**config.mk**
```make
export PLATFORM = sky130hd
export DESIGN_NAME = pkt_sink_flat
export DESIGN_NICKNAME = d
export VERILOG_FILES = /design/src/rtl/pkt_sink_if.sv /design/src/rtl/pkt_sink.sv /design/src/flat_wrapper.sv
export SDC_FILE = /design/constraint.sdc
export NUM_CORES = 1
export LEC_CHECK = 0
export ABC_AREA = 1
export CORE_MARGIN = 2
export CORE_UTILIZATION = 64
export CTS_CLUSTER_SIZE = 14
export DETAILED_ROUTE_END_ITERATION = 8
export GPL_TIMING_DRIVEN = 0
export PLACE_DENSITY = 0.85
export SLEW_MARGIN = 15
export SYNTH_ARGS = -nofsm -noshare
export SYNTH_HDL_FRONTEND = slang
export SYNTH_SLANG_ARGS = --single-unit
export TNS_END_PERCENT = 100
```
**constraint.sdc**
```tcl
create_clock -name clk -period 3.62 [get_ports clk]
set_input_delay 0.543 -clock clk [delete_from_list [all_inputs] [get_ports clk]]
set_output_delay 0.543 -clock clk [all_outputs]
set_load 0.005 [all_outputs]
```
**src/rtl/pkt_sink_if.sv**
```systemverilog
// rtl/pkt_sink_if.sv - framed input stream, payload output stream and status response bundle
interface pkt_sink_if #(
    parameter int DW = 8,
    parameter int LW = 5
) ();
    logic          in_valid;
    logic          in_ready;
    logic [DW-1:0] in_data;
    logic          in_sop;
    logic          in_eop;
    logic          out_valid;
    logic          out_ready;
    logic [DW-1:0] out_data;
    logic          out_last;
    logic          rsp_valid;
    logic          rsp_ready;
    logic [1:0]    rsp_code;
    logic [LW-1:0] rsp_len;

    modport slave (
        input  in_valid, in_data, in_sop, in_eop, out_ready, rsp_ready,
        output in_ready, out_valid, out_data, out_last, rsp_valid, rsp_code, rsp_len
    );

    modport master (
        output in_valid, in_data, in_sop, in_eop, out_ready, rsp_ready,
        input  in_ready, out_valid, out_data, out_last, rsp_valid, rsp_code, rsp_len
    );
endinterface

```
**src/rtl/pkt_sink.sv**
```systemverilog
// rtl/pkt_sink.sv - store-and-forward packet sink with XOR checksum check and rewindable FIFO
module pkt_sink #(
    parameter int DW    = 8,
    parameter int DEPTH = 16,
    localparam int AW   = $clog2(DEPTH)
) (
    input  logic        clk,
    input  logic        rst_n,
    pkt_sink_if.slave   bus,
    output logic [15:0] good_cnt,
    output logic [15:0] drop_cnt
);
    typedef enum logic [1:0] {IDLE, RECV, DROP, RESP} state_t;

    localparam logic [1:0] CODE_OK  = 2'b00;
    localparam logic [1:0] CODE_BAD = 2'b01;
    localparam logic [1:0] CODE_OVF = 2'b10;
    localparam logic [1:0] CODE_FRM = 2'b11;
    localparam logic [AW:0] FULL_CNT = DEPTH[AW:0];

    state_t        state_q, state_d;
    logic [AW:0]   rd_ptr_q, wr_ptr_q, wr_ptr_d, wr_cmt_q, wr_cmt_d;
    logic [DW-1:0] xor_q, xor_d;
    logic [AW:0]   len_q, len_d;
    logic [1:0]    code_q, code_d;
    logic [15:0]   good_q, good_d, drop_q, drop_d;
    logic [DW-1:0] mem_data_q [DEPTH];
    logic          mem_last_q [DEPTH];

    logic          in_beat, full, we, set_last, pop;
    logic [AW:0]   last_ptr;

    assign bus.in_ready  = (state_q != RESP);
    assign bus.rsp_valid = (state_q == RESP);
    assign bus.rsp_code  = code_q;
    assign bus.rsp_len   = len_q;
    assign bus.out_valid = (rd_ptr_q != wr_cmt_q);
    assign bus.out_data  = mem_data_q[rd_ptr_q[AW-1:0]];
    assign bus.out_last  = mem_last_q[rd_ptr_q[AW-1:0]];
    assign good_cnt      = good_q;
    assign drop_cnt      = drop_q;

    assign in_beat  = bus.in_valid && bus.in_ready;
    // Full uses the pre-edge read pointer, so a same-cycle pop cannot rescue a write.
    assign full     = ((wr_ptr_q - rd_ptr_q) == FULL_CNT);
    assign pop      = bus.out_valid && bus.out_ready;
    assign last_ptr = wr_ptr_q - 1'b1;

    always_comb begin
        state_d  = state_q;
        wr_ptr_d = wr_ptr_q;
        wr_cmt_d = wr_cmt_q;
        xor_d    = xor_q;
        len_d    = len_q;
        code_d   = code_q;
        good_d   = good_q;
        drop_d   = drop_q;
        we       = 1'b0;
        set_last = 1'b0;
        case (state_q)
            IDLE: begin
                if (in_beat && bus.in_sop) begin
                    if (bus.in_eop) begin
                        code_d  = (bus.in_data == '0) ? CODE_OK : CODE_BAD;
                        len_d   = '0;
                        state_d = RESP;
                    end else if (full) begin
                        code_d  = CODE_OVF;
                        len_d   = 1;
                        state_d = DROP;
                    end else begin
                        we       = 1'b1;
                        wr_ptr_d = wr_ptr_q + 1'b1;
                        xor_d    = bus.in_data;
                        len_d    = 1;
                        state_d  = RECV;
                    end
                end
            end
            RECV: begin
                if (in_beat) begin
                    if (bus.in_sop) begin
                        wr_ptr_d = wr_cmt_q;
                        code_d   = CODE_FRM;
                        state_d  = RESP;
                    end else if (bus.in_eop) begin
                        if (xor_q == bus.in_data) begin
                            wr_cmt_d = wr_ptr_q;
                            set_last = (len_q != '0);
                            code_d   = CODE_OK;
                        end else begin
                            wr_ptr_d = wr_cmt_q;
                            code_d   = CODE_BAD;
                        end
                        state_d = RESP;
                    end else if (full) begin
                        wr_ptr_d = wr_cmt_q;
                        code_d   = CODE_OVF;
                        len_d    = len_q + 1'b1;
                        state_d  = DROP;
                    end else begin
                        we       = 1'b1;
                        wr_ptr_d = wr_ptr_q + 1'b1;
                        xor_d    = xor_q ^ bus.in_data;
                        len_d    = len_q + 1'b1;
                    end
                end
            end
            DROP: begin
                if (in_beat) begin
                    if (bus.in_sop || bus.in_eop) begin
                        state_d = RESP;
                    end else if (len_q != '1) begin
                        len_d = len_q + 1'b1;
                    end
                end
            end
            RESP: begin
                if (bus.rsp_ready) begin
                    state_d = IDLE;
                    if (code_q == CODE_OK) good_d = good_q + 1'b1;
                    else                   drop_d = drop_q + 1'b1;
                end
            end
            default: state_d = IDLE;
        endcase
    end

    always_ff @(posedge clk or negedge rst_n) begin
        if (!rst_n) begin
            state_q  <= IDLE;
            rd_ptr_q <= '0;
            wr_ptr_q <= '0;
            wr_cmt_q <= '0;
            xor_q    <= '0;
            len_q    <= '0;
            code_q   <= CODE_OK;
            good_q   <= '0;
            drop_q   <= '0;
        end else begin
            state_q  <= state_d;
            rd_ptr_q <= rd_ptr_q + {{AW{1'b0}}, pop};
            wr_ptr_q <= wr_ptr_d;
            wr_cmt_q <= wr_cmt_d;
            xor_q    <= xor_d;
            len_q    <= len_d;
            code_q   <= code_d;
            good_q   <= good_d;
            drop_q   <= drop_d;
        end
    end

    // Storage is cleared on reset so the head entry reads as zero out of reset.
    always_ff @(posedge clk or negedge rst_n) begin
        if (!rst_n) begin
            for (int i = 0; i < DEPTH; i++) begin
                mem_data_q[i] <= '0;
                mem_last_q[i] <= 1'b0;
            end
        end else begin
            if (we) begin
                mem_data_q[wr_ptr_q[AW-1:0]] <= bus.in_data;
                mem_last_q[wr_ptr_q[AW-1:0]] <= 1'b0;
            end
            if (set_last) begin
                mem_last_q[last_ptr[AW-1:0]] <= 1'b1;
            end
        end
    end
endmodule

```
**src/flat_wrapper.sv**
```systemverilog
// flat-port wrapper written by rule: the top's interface ports become plain ports
module pkt_sink_flat 
#(
    parameter int DW    = 8,
    parameter int DEPTH = 16,
    localparam int AW   = $clog2(DEPTH)
)
  (clk, rst_n, good_cnt, drop_cnt, bus_in_valid, bus_in_data, bus_in_sop, bus_in_eop, bus_out_ready, bus_rsp_ready, bus_in_ready, bus_out_valid, bus_out_data, bus_out_last, bus_rsp_valid, bus_rsp_code, bus_rsp_len);
  pkt_sink_if #(.DW(DW), .LW(5)) bus_i ();
  input  logic clk;
  input  logic rst_n;
  output logic [15:0] good_cnt;
  output logic [15:0] drop_cnt;
  input wire logic [$bits(bus_i.in_valid)-1:0] bus_in_valid;
  input wire logic [$bits(bus_i.in_data)-1:0] bus_in_data;
  input wire logic [$bits(bus_i.in_sop)-1:0] bus_in_sop;
  input wire logic [$bits(bus_i.in_eop)-1:0] bus_in_eop;
  input wire logic [$bits(bus_i.out_ready)-1:0] bus_out_ready;
  input wire logic [$bits(bus_i.rsp_ready)-1:0] bus_rsp_ready;
  output wire logic [$bits(bus_i.in_ready)-1:0] bus_in_ready;
  output wire logic [$bits(bus_i.out_valid)-1:0] bus_out_valid;
  output wire logic [$bits(bus_i.out_data)-1:0] bus_out_data;
  output wire logic [$bits(bus_i.out_last)-1:0] bus_out_last;
  output wire logic [$bits(bus_i.rsp_valid)-1:0] bus_rsp_valid;
  output wire logic [$bits(bus_i.rsp_code)-1:0] bus_rsp_code;
  output wire logic [$bits(bus_i.rsp_len)-1:0] bus_rsp_len;
  assign bus_i.in_valid = bus_in_valid;
  assign bus_i.in_data = bus_in_data;
  assign bus_i.in_sop = bus_in_sop;
  assign bus_i.in_eop = bus_in_eop;
  assign bus_i.out_ready = bus_out_ready;
  assign bus_i.rsp_ready = bus_rsp_ready;
  assign bus_in_ready = bus_i.in_ready;
  assign bus_out_valid = bus_i.out_valid;
  assign bus_out_data = bus_i.out_data;
  assign bus_out_last = bus_i.out_last;
  assign bus_rsp_valid = bus_i.rsp_valid;
  assign bus_rsp_code = bus_i.rsp_code;
  assign bus_rsp_len = bus_i.rsp_len;
  pkt_sink #(.DW(DW), .DEPTH(DEPTH)) u_core (.clk(clk), .rst_n(rst_n), .bus(bus_i), .good_cnt(good_cnt), .drop_cnt(drop_cnt));
endmodule
```
==> results of run 1 <==
-- layer usage --
layer	vias to the layer above	part of all wire
met4	0	0.034
met5	-	0
met3	85	0.094
met2	489	0.47
li1	4298	-
met1	4555	0.40
-- cell type report --
| type | count | area (µm²) |
|---|---|---|
| Sequential cell | 208 | 5210 |
| Multi-Input combinational cell | 888 | 4780 |
| Fill cell | 1199 | 4100 |
| Timing Repair Buffer | 66 | 683 |
| Clock buffer | 33 | 633 |
| Buffer | 58 | 330 |
| Inverter | 84 | 322 |
| Tap cell | 220 | 275 |
| Clock inverter | 6 | 80.1 |
-- cells in the mapped netlist, types with 2 or more instances --
library cell | n | share of area
nand2_1 | 278 | 0.098
dfrtp_1 | 208 | 0.49
o21ai_0 | 142 | 0.067
nor2_1 | 133 | 0.047
inv_1 | 69 | 0.024
o21ai_2 | 62 | 0.051
nand3_1 | 57 | 0.027
o21ai_1 | 44 | 0.021
clkbuf_1 | 36 | 0.013
a21oi_1 | 24 | 0.011
o22ai_1 | 23 | 0.014
xor2_1 | 23 | 0.019
ha_1 | 21 | 0.025
o221ai_1 | 16 | 0.013
xnor2_1 | 15 | 0.012
inv_2 | 10 | 0.0035
buf_6 | 9 | 0.0095
nand3_4 | 9 | 0.015
buf_2 | 8 | 0.0038
nand4_1 | 6 | 0.0035
nor3_1 | 5 | 0.0024
clkinv_1 | 4 | 0.0014
nand2_2 | 4 | 0.0024
o21bai_1 | 4 | 0.0028
buf_1 | 3 | 0.0011
nor2_2 | 3 | 0.0018
o211ai_1 | 3 | 0.0021
a21boi_0 | 2 | 0.0014
nand2_4 | 2 | 0.0021
nand3_2 | 2 | 0.0019
nor2_4 | 2 | 0.0021
-- report_power, final --
| part | leakage, µW | internal [µW] | switching (µW) | total [µW] |
|---|---|---|---|---|
| clock | 0.000351 | 1350 | 927 | 2280 |
| sequential | 0.00276 | 3010 | 464 | 3470 |
| combinational | 0.00259 | 1600 | 2820 | 4420 |
| total | 0.00570 | 5960 | 4210 | 10200 |
-- cell usage in the layout (no fill, tap or decap), types with 10 or more instances in the layout --
cell type        count
dfrtp_1            207
o21ai_0            142
ha_1                21
inv_2               10
o21ai_1             44
nor2_1             133
clkdlybuf4s50_1     64
nand2_1            278
o221ai_1            16
o22ai_1             23
clkbuf_1            34
a21oi_1             24
o21ai_2             62
inv_1               69
xnor2_1             15
clkbuf_16           23
xor2_1              23
nand3_1             57
-- stage by stage --
stage / area (µm²) / std cells
after detailed placement: 11600 / 1524
after global placement: 11500 / 1523
final: 12300 / 1563
after floorplan: 10600 / 1238
after global routing: 12300 / 1563
after CTS: 12300 / 1563
-- critical path, stage by stage (launching register included) --
cell	delay [ns]
dfrtp_1	0.43
inv_1	0.09
clkbuf_1	0.45
clkbuf_2	0.36
o21ai_0	0.16
o221ai_1	0.21
nand3_1	0.13
nand3_1	0.14
clkdlybuf4s50_1	0.51
-- cell families (layout without fill, tap and decap cells) --
| group | after synthesis | count (layout) |
|---|---|---|
| AO/OA/AOI/OAI | 323 | 323 |
| AND/OR/NAND/NOR | 505 | 505 |
| multiplexers | 1 | 1 |
| adder cells (fa/ha/maj) | 21 | 21 |
| buffers and inverters | 142 | 247 |
| XOR/XNOR | 38 | 38 |
| flip-flops | 208 | 208 |
-- sequential cells by signal (all words and copies together) (netlist names) --
register	flops
u_core.bus.rsp_code	2
u_core.good_cnt	16
u_core.mem_data_q	128
u_core.wr_cmt_q	5
u_core.wr_ptr_q	5
u_core.rd_ptr_q	5
u_core.state_q	2
u_core.mem_last_q	16
u_core.xor_q	8
u_core.bus.rsp_len	5
u_core.drop_cnt	16
-- how the worst max path moves through the flow --
stage | endpoint | start | depth (start not counted) | slack, ns
2_1_floorplan | u_core.mem_data_q[50] | u_core.rd_ptr_q[1] | 16 | 1.20
3_3_place_gp | u_core.bus.rsp_len[1] | rst_n | 1 | -6.59
3_5_place_dp | bus_out_data[4] | u_core.rd_ptr_q[0] | 8 | 0.30
4_1_cts | bus_out_data[4] | u_core.rd_ptr_q[0] | 7 | 0.0004
5_1_grt | bus_out_data[2] | u_core.rd_ptr_q[1] | 7 | 0.009
6_report | bus_out_data[6] | u_core.rd_ptr_q[1] | 8 | 0.08
-- repair_timing --
action,CTS,global route
resized for setup,3,18
buffers inserted,0,0
endpoints found under the setup margin,9,9
hold buffers,0,0
==> flow_metrics.tcl, run 1 <==
set metrics [dict create \
    result_of_the_run "completed" \
    numCtsBuffers 23 \
    synth_top_family_by_area "simple AND/OR/NAND/NOR gates" \
    drv.max_cap_violation_count 0 \
    drtPass1Iterations 6 \
    clk_root_buffer_cell "clkbuf_16" \
    setup.reg_to_reg.worst_slack_ns 0.49 \
    max_slew_headroom 0.406 \
    route.final.wire_length_um 29500 \
    synth_edf_count 0 \
    worst-r2r-cell-count 14 \
    grt_antenna_before_repair 0 \
    synth.yosys.seq_area_share 0.490 \
    pre_cts_slack_ns 0.304 \
    fraction_of_the_mapped_netlist_area_in_simple_logic_gates 0.207 \
    grt_usage 0.336 \
    routabilityCongestion 0.944 \
    num-nets-final 1365 \
    report.final.hold_viol_count 0 \
    r2r-end "u_core.mem_data_q[123]" \
    cp_max_fo 10 \
    via_per_inst 6.03 \
    yosys-mux-area-fraction 0.00106 \
    antenna_cells 0 \
    report.final.slew_viol_count 0 \
    power_density_nw_per_um2 827 \
    xor_xnor_share_of_the_synthesized_area 0.0313 \
    global_route.usage.met3 0.0736 \
    final_antenna_net_count 0 \
    floorplan.die.height_um 133 \
    cts-root-to-sink-buffers 3 \
    grt_busiest_layer "met2" \
    min_period_over_period 0.978 \
    synthesized_instance_count 1238 \
    postSynth.asyncResetShare 1.00 \
    wl_per_cell_um 18.9 \
    cellLeakagePower_uw 0.00570 \
    synth.avg_cell_area_um2 8.58 \
    floorplan.core_area_um2 16400 \
    globalRouteOverflowTotal 0 \
    setup_ws_ns 0.0789 \
    drc 0 \
    timing.critical_path.to_type "primary output" \
    worst_setup_path_start_kind "flop" \
    worstPathArrival_ns 3.00 \
    fp.dieArea_um2 17600 \
    worst_ir_drop_vdd_mv 0.587 \
    synth.ff_latch_count 208 \
    h-tree-depth 1 \
    area_growth_syn_to_layout_pct 15.9 \
    core.rowCount 47 \
    count_of_vias_placed_by_the_detailed_router 9427 \
    netlist_area_um2 10600 \
    p_total_uw 10200 \
    synth_fa_ha_area_frac 0.0247 \
    wire_length_of_the_first_global_routing_pass_um 47000 \
    timing.final.crit_period_ns 3.54 \
    tns_ns 0 \
    use_met1 0.457 \
    later_pin_clock_latency_in_the_skew_report_ns 0.50 \
    tritoncts_num_sinks 208 \
    timing.clock.skew_ns 0.00589 \
    port_buffers 65 \
    grtUsageMet2 0.540 \
    hold_slack_ns 0.0816 \
    largest_net_degree_at_the_start_of_global_routing 108 \
    first_global_vias 8950 \
    clk_pin_slew_ns 0.06 \
    critical_path_required_ns 3.08 \
    ios 66 \
    min_path_type "in -> async" \
    fmaxAchievable_mhz 282 \
    rsz0062_at_grt "false" \
    dieWidth_um 133 \
    dp.final_hpwl_um 19900 \
    finish.utilization 0.750 \
    cts_tree "yes" \
    worst_slew_pin_slew_ns 0.891 \
    timing.setup.critical_path_class "reg -> out" \
    timing.final.setup_violations 0 \
    critical_path.reg2reg.startpoint "u_core.rd_ptr_q[1]" \
    yosysUniqueCellTypes 42 \
    drive_gt1_frac 0.121 \
    floorplan.initialDensity 0.647 \
    synth_compound_gate_area_share 0.186 \
    synthesis.yosys.warnings 0 \
    postSynthNetCount 1274 \
    synth_ff_type "dfrtp_1" \
    drt_iter0_markers 1148 \
]
No activity file was read; power rests on OpenSTA's default activity.
==> run 2, diff against run 1 <==
--- a/config.mk
+++ b/config.mk
@@ -5,13 +5,14 @@
 export SDC_FILE = /design/constraint.sdc
 export NUM_CORES = 1
 export LEC_CHECK = 0
-export ABC_AREA = 1
+export CAP_MARGIN = 40
 export CORE_MARGIN = 2
 export CORE_UTILIZATION = 64
 export CTS_CLUSTER_SIZE = 14
 export DETAILED_ROUTE_END_ITERATION = 8
 export GPL_TIMING_DRIVEN = 0
 export PLACE_DENSITY = 0.85
+export SKIP_CTS_REPAIR_TIMING = 1
 export SLEW_MARGIN = 15
 export SYNTH_ARGS = -nofsm -noshare
 export SYNTH_HDL_FRONTEND = slang
==> flow_metrics.tcl, run 2 <==
set metrics [dict create \
    synth_compound_gate_area_share 0.0649 \
    floorplan.die.height_um 131 \
    grt_usage 0.307 \
    synth.ff_latch_count 208 \
    wire_length_of_the_first_global_routing_pass_um 42100 \
    largest_net_degree_at_the_start_of_global_routing 85 \
    filler_cell_count 966 \
    ios 66 \
    postSynthNetCount 837 \
    mostFrequentLayoutCell "dfrtp_1" \
    worstPathArrival_ns 3.04 \
    critical_path_required_ns 3.08 \
    wl_met3_um 1680 \
    largest-register "u_core.mem_data_q" \
    dieWidth_um 131 \
    fraction_of_the_mapped_netlist_area_in_simple_logic_gates 0.0885 \
    grt_antenna_before_repair 0 \
    final-seq-area_um2 5200 \
    route.final.wire_length_um 25800 \
    timing.final.crit_period_ns 3.58 \
    timing.critical_path.to_type "primary output" \
    synth.avg_cell_area_um2 13.0 \
    synth_top_family_by_area "multiplexers" \
    pwr-share-seq 0.372 \
    largest_register_ffs 128 \
    port_buffers 65 \
    min_path_type "in -> async" \
    power_density_nw_per_um2 685 \
    routabilityCongestion 0.919 \
    core.rowCount 46 \
    critical_path.reg2reg.startpoint "u_core.rd_ptr_q[1]" \
    timing.clock.skew_ns 0.00942 \
    drtPass1Iterations 5 \
    power.share.switching 0.331 \
    dp_cells 1084 \
    numCtsBuffers 22 \
    met2RoutedLength_um 12700 \
    hold_slack_ns -0.0297 \
    tritoncts_num_sinks 208 \
    cts-root-to-sink-buffers 3 \
    layout.cells.most_common_list "208 x dfrtp_1, 137 x mux2_2, 64 x clkdlybuf4s50_1, 45 x mux4_2, 38 x nand2_1" \
    later_pin_clock_latency_in_the_skew_report_ns 0.49 \
    p_comb_frac 0.339 \
    instances_no_fill 1122 \
    r2r-end "u_core.mem_data_q[71]" \
    drc 0 \
    synth.yosys.seq_area_share 0.501 \
    num-nets-final 928 \
    setup.reg_to_reg.worst_slack_ns 0.25 \
    finish.instance_area_um2 12200 \
    postSynth.asyncResetShare 1.00 \
    floorplan.core_area_um2 15900 \
    min_period_over_period 0.989 \
    wl_per_cell_um 23.0 \
    wl_met1_um 10800 \
    violations "negative hold slack" \
    antenna_cells 0 \
    report.final.hold_viol_count 20 \
    drv.max_cap_violation_count 0 \
    netlist_area_um2 10400 \
    xor_xnor_share_of_the_synthesized_area 0.0430 \
    dp.final_hpwl_um 17600 \
    count_of_vias_placed_by_the_detailed_router 7209 \
    h-tree-depth 1 \
    via_per_inst 6.43 \
    clk_pin_slew_ns 0.06 \
    pwr-share-clk 0.289 \
    drt_iter0_markers 621 \
    postPlaceCellArea_um2 11400 \
    report.final.slew_viol_count 0 \
    max_slew_headroom 0.500 \
    cp_max_fo 10 \
    final_antenna_net_count 0 \
    synthesis.yosys.warnings 0 \
    internal_power_uw 5590 \
    cts_tree "yes" \
    multi_input_comb_area_um2 4930 \
    clk_root_buffer_cell "clkbuf_16" \
    topRoutingLayerUsed "met4" \
    cellLeakagePower_uw 0.00562 \
    globalRouteOverflowTotal 0 \
    netlist_top_cells_count "208 x dfrtp_1, 137 x mux2_2, 45 x mux4_2" \
    synth.most_common_cell "dfrtp_1" \
    yosys.area.top_type "dfrtp_1" \
    timing.final.setup_violations 0 \
    synth_edf_count 0 \
    switchingPower_uw 2760 \
    synth_ff_type "dfrtp_1" \
    first_global_vias 7783 \
    timing.setup.critical_path_class "reg -> out" \
    post_synth_main_area_contributors "dfrtp_1 50%, mux2_2 15%, mux4_2 9.8%" \
    drive_gt1_frac 0.286 \
    synthesized_instance_count 801 \
    area_growth_syn_to_layout_pct 17.3 \
    yosysUniqueCellTypes 61 \
    synth_fa_ha_area_frac 0.0253 \
    worst_ir_drop_vdd_mv 0.621 \
    result_of_the_run "complete, but fails checks" \
    fp.dieArea_um2 17300 \
    worst_slew_pin_slew_ns 0.749 \
    yosys-mux-area-fraction 0.252 \
    yosysTopAreaCellShare 0.501 \
    worst-r2r-cell-count 11 \
    worst_setup_path_start_kind "flop" \
    floorplan.initialDensity 0.654 \
    fmaxAchievable_mhz 279 \
]
[run 2: cell types whose count changed after synthesis, sizes merged, moves of 42 or more]
cell | before | now
nor2 | 139 | 32
nand3 | 68 | 26
inv | 80 | 22
mux2 | 1 | 137
mux4 | 0 | 45
o21ai | 248 | 26
nand2 | 284 | 46
[run 2: per-stage QoR]
step                      setup slack, ns  power (µW)  utilization  TNS [ns]  hold WS (ns)
after CTS                          -0.463        8310        0.766    -28.16       -0.0130
after detailed placement           -0.278        5880        0.716    -14.23         0.464
after global routing             -0.00944        8770        0.768   -0.0200       0.00490
final                              0.0394        8350        0.768         0       -0.0297
after global placement              -5.88        5700        0.712  -1229.27         0.460
after floorplan                     0.641        4920            -         0         0.247
[run 2: worst max-delay path: stages, from the launching register on]
cell and delay, ns:
dfrtp_1 0.45, clkbuf_2 0.34, buf_2 0.40, mux4_2 0.39
mux4_2 0.49, clkdlybuf4s50_1 0.46
[run 2: worst max path at each step]
stage	start	endpoint	slack, ns	cells past startpoint
after global placement	rst_n	u_core.bus.rsp_len[3]	-5.88	1
after detailed placement	u_core.rd_ptr_q[1]	u_core.xor_q[7]	-0.28	12
final	u_core.rd_ptr_q[1]	bus_out_data[5]	0.04	5
after floorplan	u_core.rd_ptr_q[1]	u_core.mem_data_q[0]	0.64	11
after CTS	u_core.rd_ptr_q[1]	bus_out_data[5]	-0.46	5
after global routing	u_core.rd_ptr_q[1]	bus_out_data[1]	-0.009	5
[run 2: area by class of cell]
type                    instances  share of cell area
flip-flops and latches        208               0.427
multi-input cells             526               0.404
repair buffers                 67              0.0583
clock buffers                  33              0.0560
well taps                     216              0.0222
plain buffers                  44              0.0170
clock inverters                 5             0.00852
inverters                      23             0.00708
[run 2: cell families after synthesis]
logic type,Yosys count
AO/OA/AOI/OAI,100
XOR/XNOR,51
flip-flops,208
adder cells (fa/ha/maj),21
buffers and inverters,67
AND/OR/NAND/NOR,166
multiplexers,188
[run 2: layer usage]
| layer | vias up | track usage |
|---|---|---|
| li1 | 3132 | - |
| met1 | 3739 | 0.427 |
| met2 | 288 | 0.508 |
| met3 | 50 | 0.0494 |
| met4 | 0 | 0.0906 |
| met5 | - | 0 |
[run 2: power by group through the flow]
stage / logic, µW / registers, µW / clock network [µW]
floorplan: 1900 / 3020 / 0
global placement: 2630 / 3070 / 0
detailed placement: 2760 / 3120 / 0
CTS: 2790 / 3090 / 2430
global route: 3080 / 3150 / 2540
finish: 2830 / 3100 / 2410
==> run 3, diff against run 2 <==
--- a/config.mk
+++ b/config.mk
@@ -10,6 +10,7 @@
 export CORE_UTILIZATION = 64
 export CTS_CLUSTER_SIZE = 14
 export DETAILED_ROUTE_END_ITERATION = 8
+export GPL_ROUTABILITY_DRIVEN = 0
 export GPL_TIMING_DRIVEN = 0
 export PLACE_DENSITY = 0.85
 export SKIP_CTS_REPAIR_TIMING = 1
==> flow_metrics.tcl, run 3 (synthesis gave the netlist of run 2 again) <==
set metrics [dict create \
    finish.instance_area_um2 12100 \
    antenna_cells 0 \
    grt_usage 0.300 \
    drv.max_cap_violation_count 0 \
    hold_slack_ns 0.0687 \
    final_antenna_net_count 0 \
    crit_path_cells "clkbuf_2, buf_2, mux4_2, mux4_2, clkdlybuf4s50_1" \
    timing.critical_path.to_type "primary output" \
    wire_length_of_the_first_global_routing_pass_um 41100 \
    port_buffers 65 \
    dp_cells 1083 \
    wl_per_cell_um 22.2 \
    result_of_the_run "completed" \
    core.rowCount 46 \
    cellLeakagePower_uw 0.00557 \
    cts_tree "yes" \
    largest_net_degree_at_the_start_of_global_routing 109 \
    worst_slew_pin_slew_ns 0.759 \
    drt_iter0_markers 823 \
    setup_ws_ns 0.0725 \
    numCtsBuffers 22 \
    report.final.hold_viol_count 0 \
    critical_path_required_ns 3.08 \
    timing.final.setup_violations 0 \
    mostFrequentLayoutCell "dfrtp_1" \
    postPlaceCellArea_um2 11300 \
    dp.final_hpwl_um 17100 \
    fmaxAchievable_mhz 282 \
    r2r-end "u_core.mem_data_q[82]" \
    power_density_nw_per_um2 671 \
    setup.reg_to_reg.worst_slack_ns 0.18 \
    worst_path_most_repeated_cell "mux4_2" \
    clk_root_buffer_cell "clkbuf_16" \
    min_path_type "in -> async" \
    floorplan.core_area_um2 15900 \
    worst-r2r-cell-count 11 \
    filler_cell_count 969 \
    critical-path-max-stage-delay_ns 0.48 \
    grt_antenna_before_repair 0 \
    floorplan.die.height_um 131 \
    clk_pin_slew_ns 0.06 \
    timing.setup.critical_path_class "reg -> out" \
    wp_buf_inv 3 \
    drc 0 \
    critical_path.reg2reg.startpoint "u_core.rd_ptr_q[1]" \
    fp.dieArea_um2 17300 \
    via_per_inst 6.45 \
    dieWidth_um 131 \
    drive_gt1_frac 0.283 \
    worst_ir_drop_vdd_mv 0.531 \
    area_growth_syn_to_layout_pct 16.2 \
    ios 66 \
    tritoncts_num_sinks 208 \
    count_of_vias_placed_by_the_detailed_router 7233 \
    worst_setup_path_start_kind "flop" \
    layout.cells.most_common_list "208 x dfrtp_1, 137 x mux2_2, 64 x clkdlybuf4s50_1, 45 x mux4_2" \
    report.final.slew_viol_count 0 \
    critical_path.top_delay_family "buffers and inverters" \
    min_period_over_period 0.980 \
    route.final.wire_length_um 25000 \
    num-nets-final 927 \
    floorplan.initialDensity 0.654 \
    crit_start "u_core.rd_ptr_q[1]" \
    largest_register_ffs 128 \
    max_slew_headroom 0.494 \
    worstPathArrival_ns 3.00 \
    cts-root-to-sink-buffers 3 \
    crit_slowest_cell "mux4_2" \
    cp_max_fo 10 \
    h-tree-depth 1 \
    instances_no_fill 1122 \
    globalRouteOverflowTotal 0 \
    first_global_vias 7674 \
    timing.final.crit_period_ns 3.55 \
    rsz0062_at_grt "false" \
    timing.clock.skew_ns 0.0170 \
    pre_cts_slack_ns -0.299 \
    largest-register "u_core.mem_data_q" \
    drtPass1Iterations 6 \
    later_pin_clock_latency_in_the_skew_report_ns 0.51 \
]
## run 3: how the worst max path moves through the flow
stage | slack, ns | cells after the start | endpoint
3_5_place_dp | -0.30 | 12 | u_core.xor_q[6]
5_1_grt | 0.008 | 5 | bus_out_data[0]
4_1_cts | -0.53 | 5 | bus_out_data[3]
6_report | 0.07 | 5 | bus_out_data[5]
3_3_place_gp | -5.84 | 1 | u_core.bus.rsp_len[1]
2_1_floorplan | 0.64 | 11 | u_core.mem_data_q[0]
## run 3: routing by layer
layer  track usage  vias up  share of wire
met5             0        -              0
met2         0.498      315           0.49
li1              -     3111              -
met4        0.0894        0          0.029
met1         0.419     3727           0.41
met3        0.0394       80          0.066
## run 3: area by class of cell
type | count | area, µm² | area share
flip-flops and latches | 208 | 5200 | 0.431
well taps | 216 | 270 | 0.0224
multi-input cells | 526 | 4930 | 0.408
plain buffers | 44 | 210 | 0.0174
inverters | 23 | 86.3 | 0.00715
repair buffers | 66 | 683 | 0.0565
clock buffers | 35 | 681 | 0.0563
clock inverters | 4 | 20.0 | 0.00166
## run 3: per-stage QoR
| step | utilization | setup TNS, ns | total power, µW |
|---|---|---|---|
| after floorplan | - | 0 | 4920 |
| after global placement | 0.712 | -1221.50 | 5690 |
| after detailed placement | 0.714 | -21.29 | 5860 |
| after CTS | 0.758 | -44.41 | 8070 |
| after global routing | 0.761 | 0 | 8530 |
| final | 0.761 | 0 | 8100 |
## run 3: power breakdown
part	total, µW	internal (µW)	switching, µW
Clock	2180	1280	893
Combinational	2830	1340	1500
Sequential	3090	2740	355
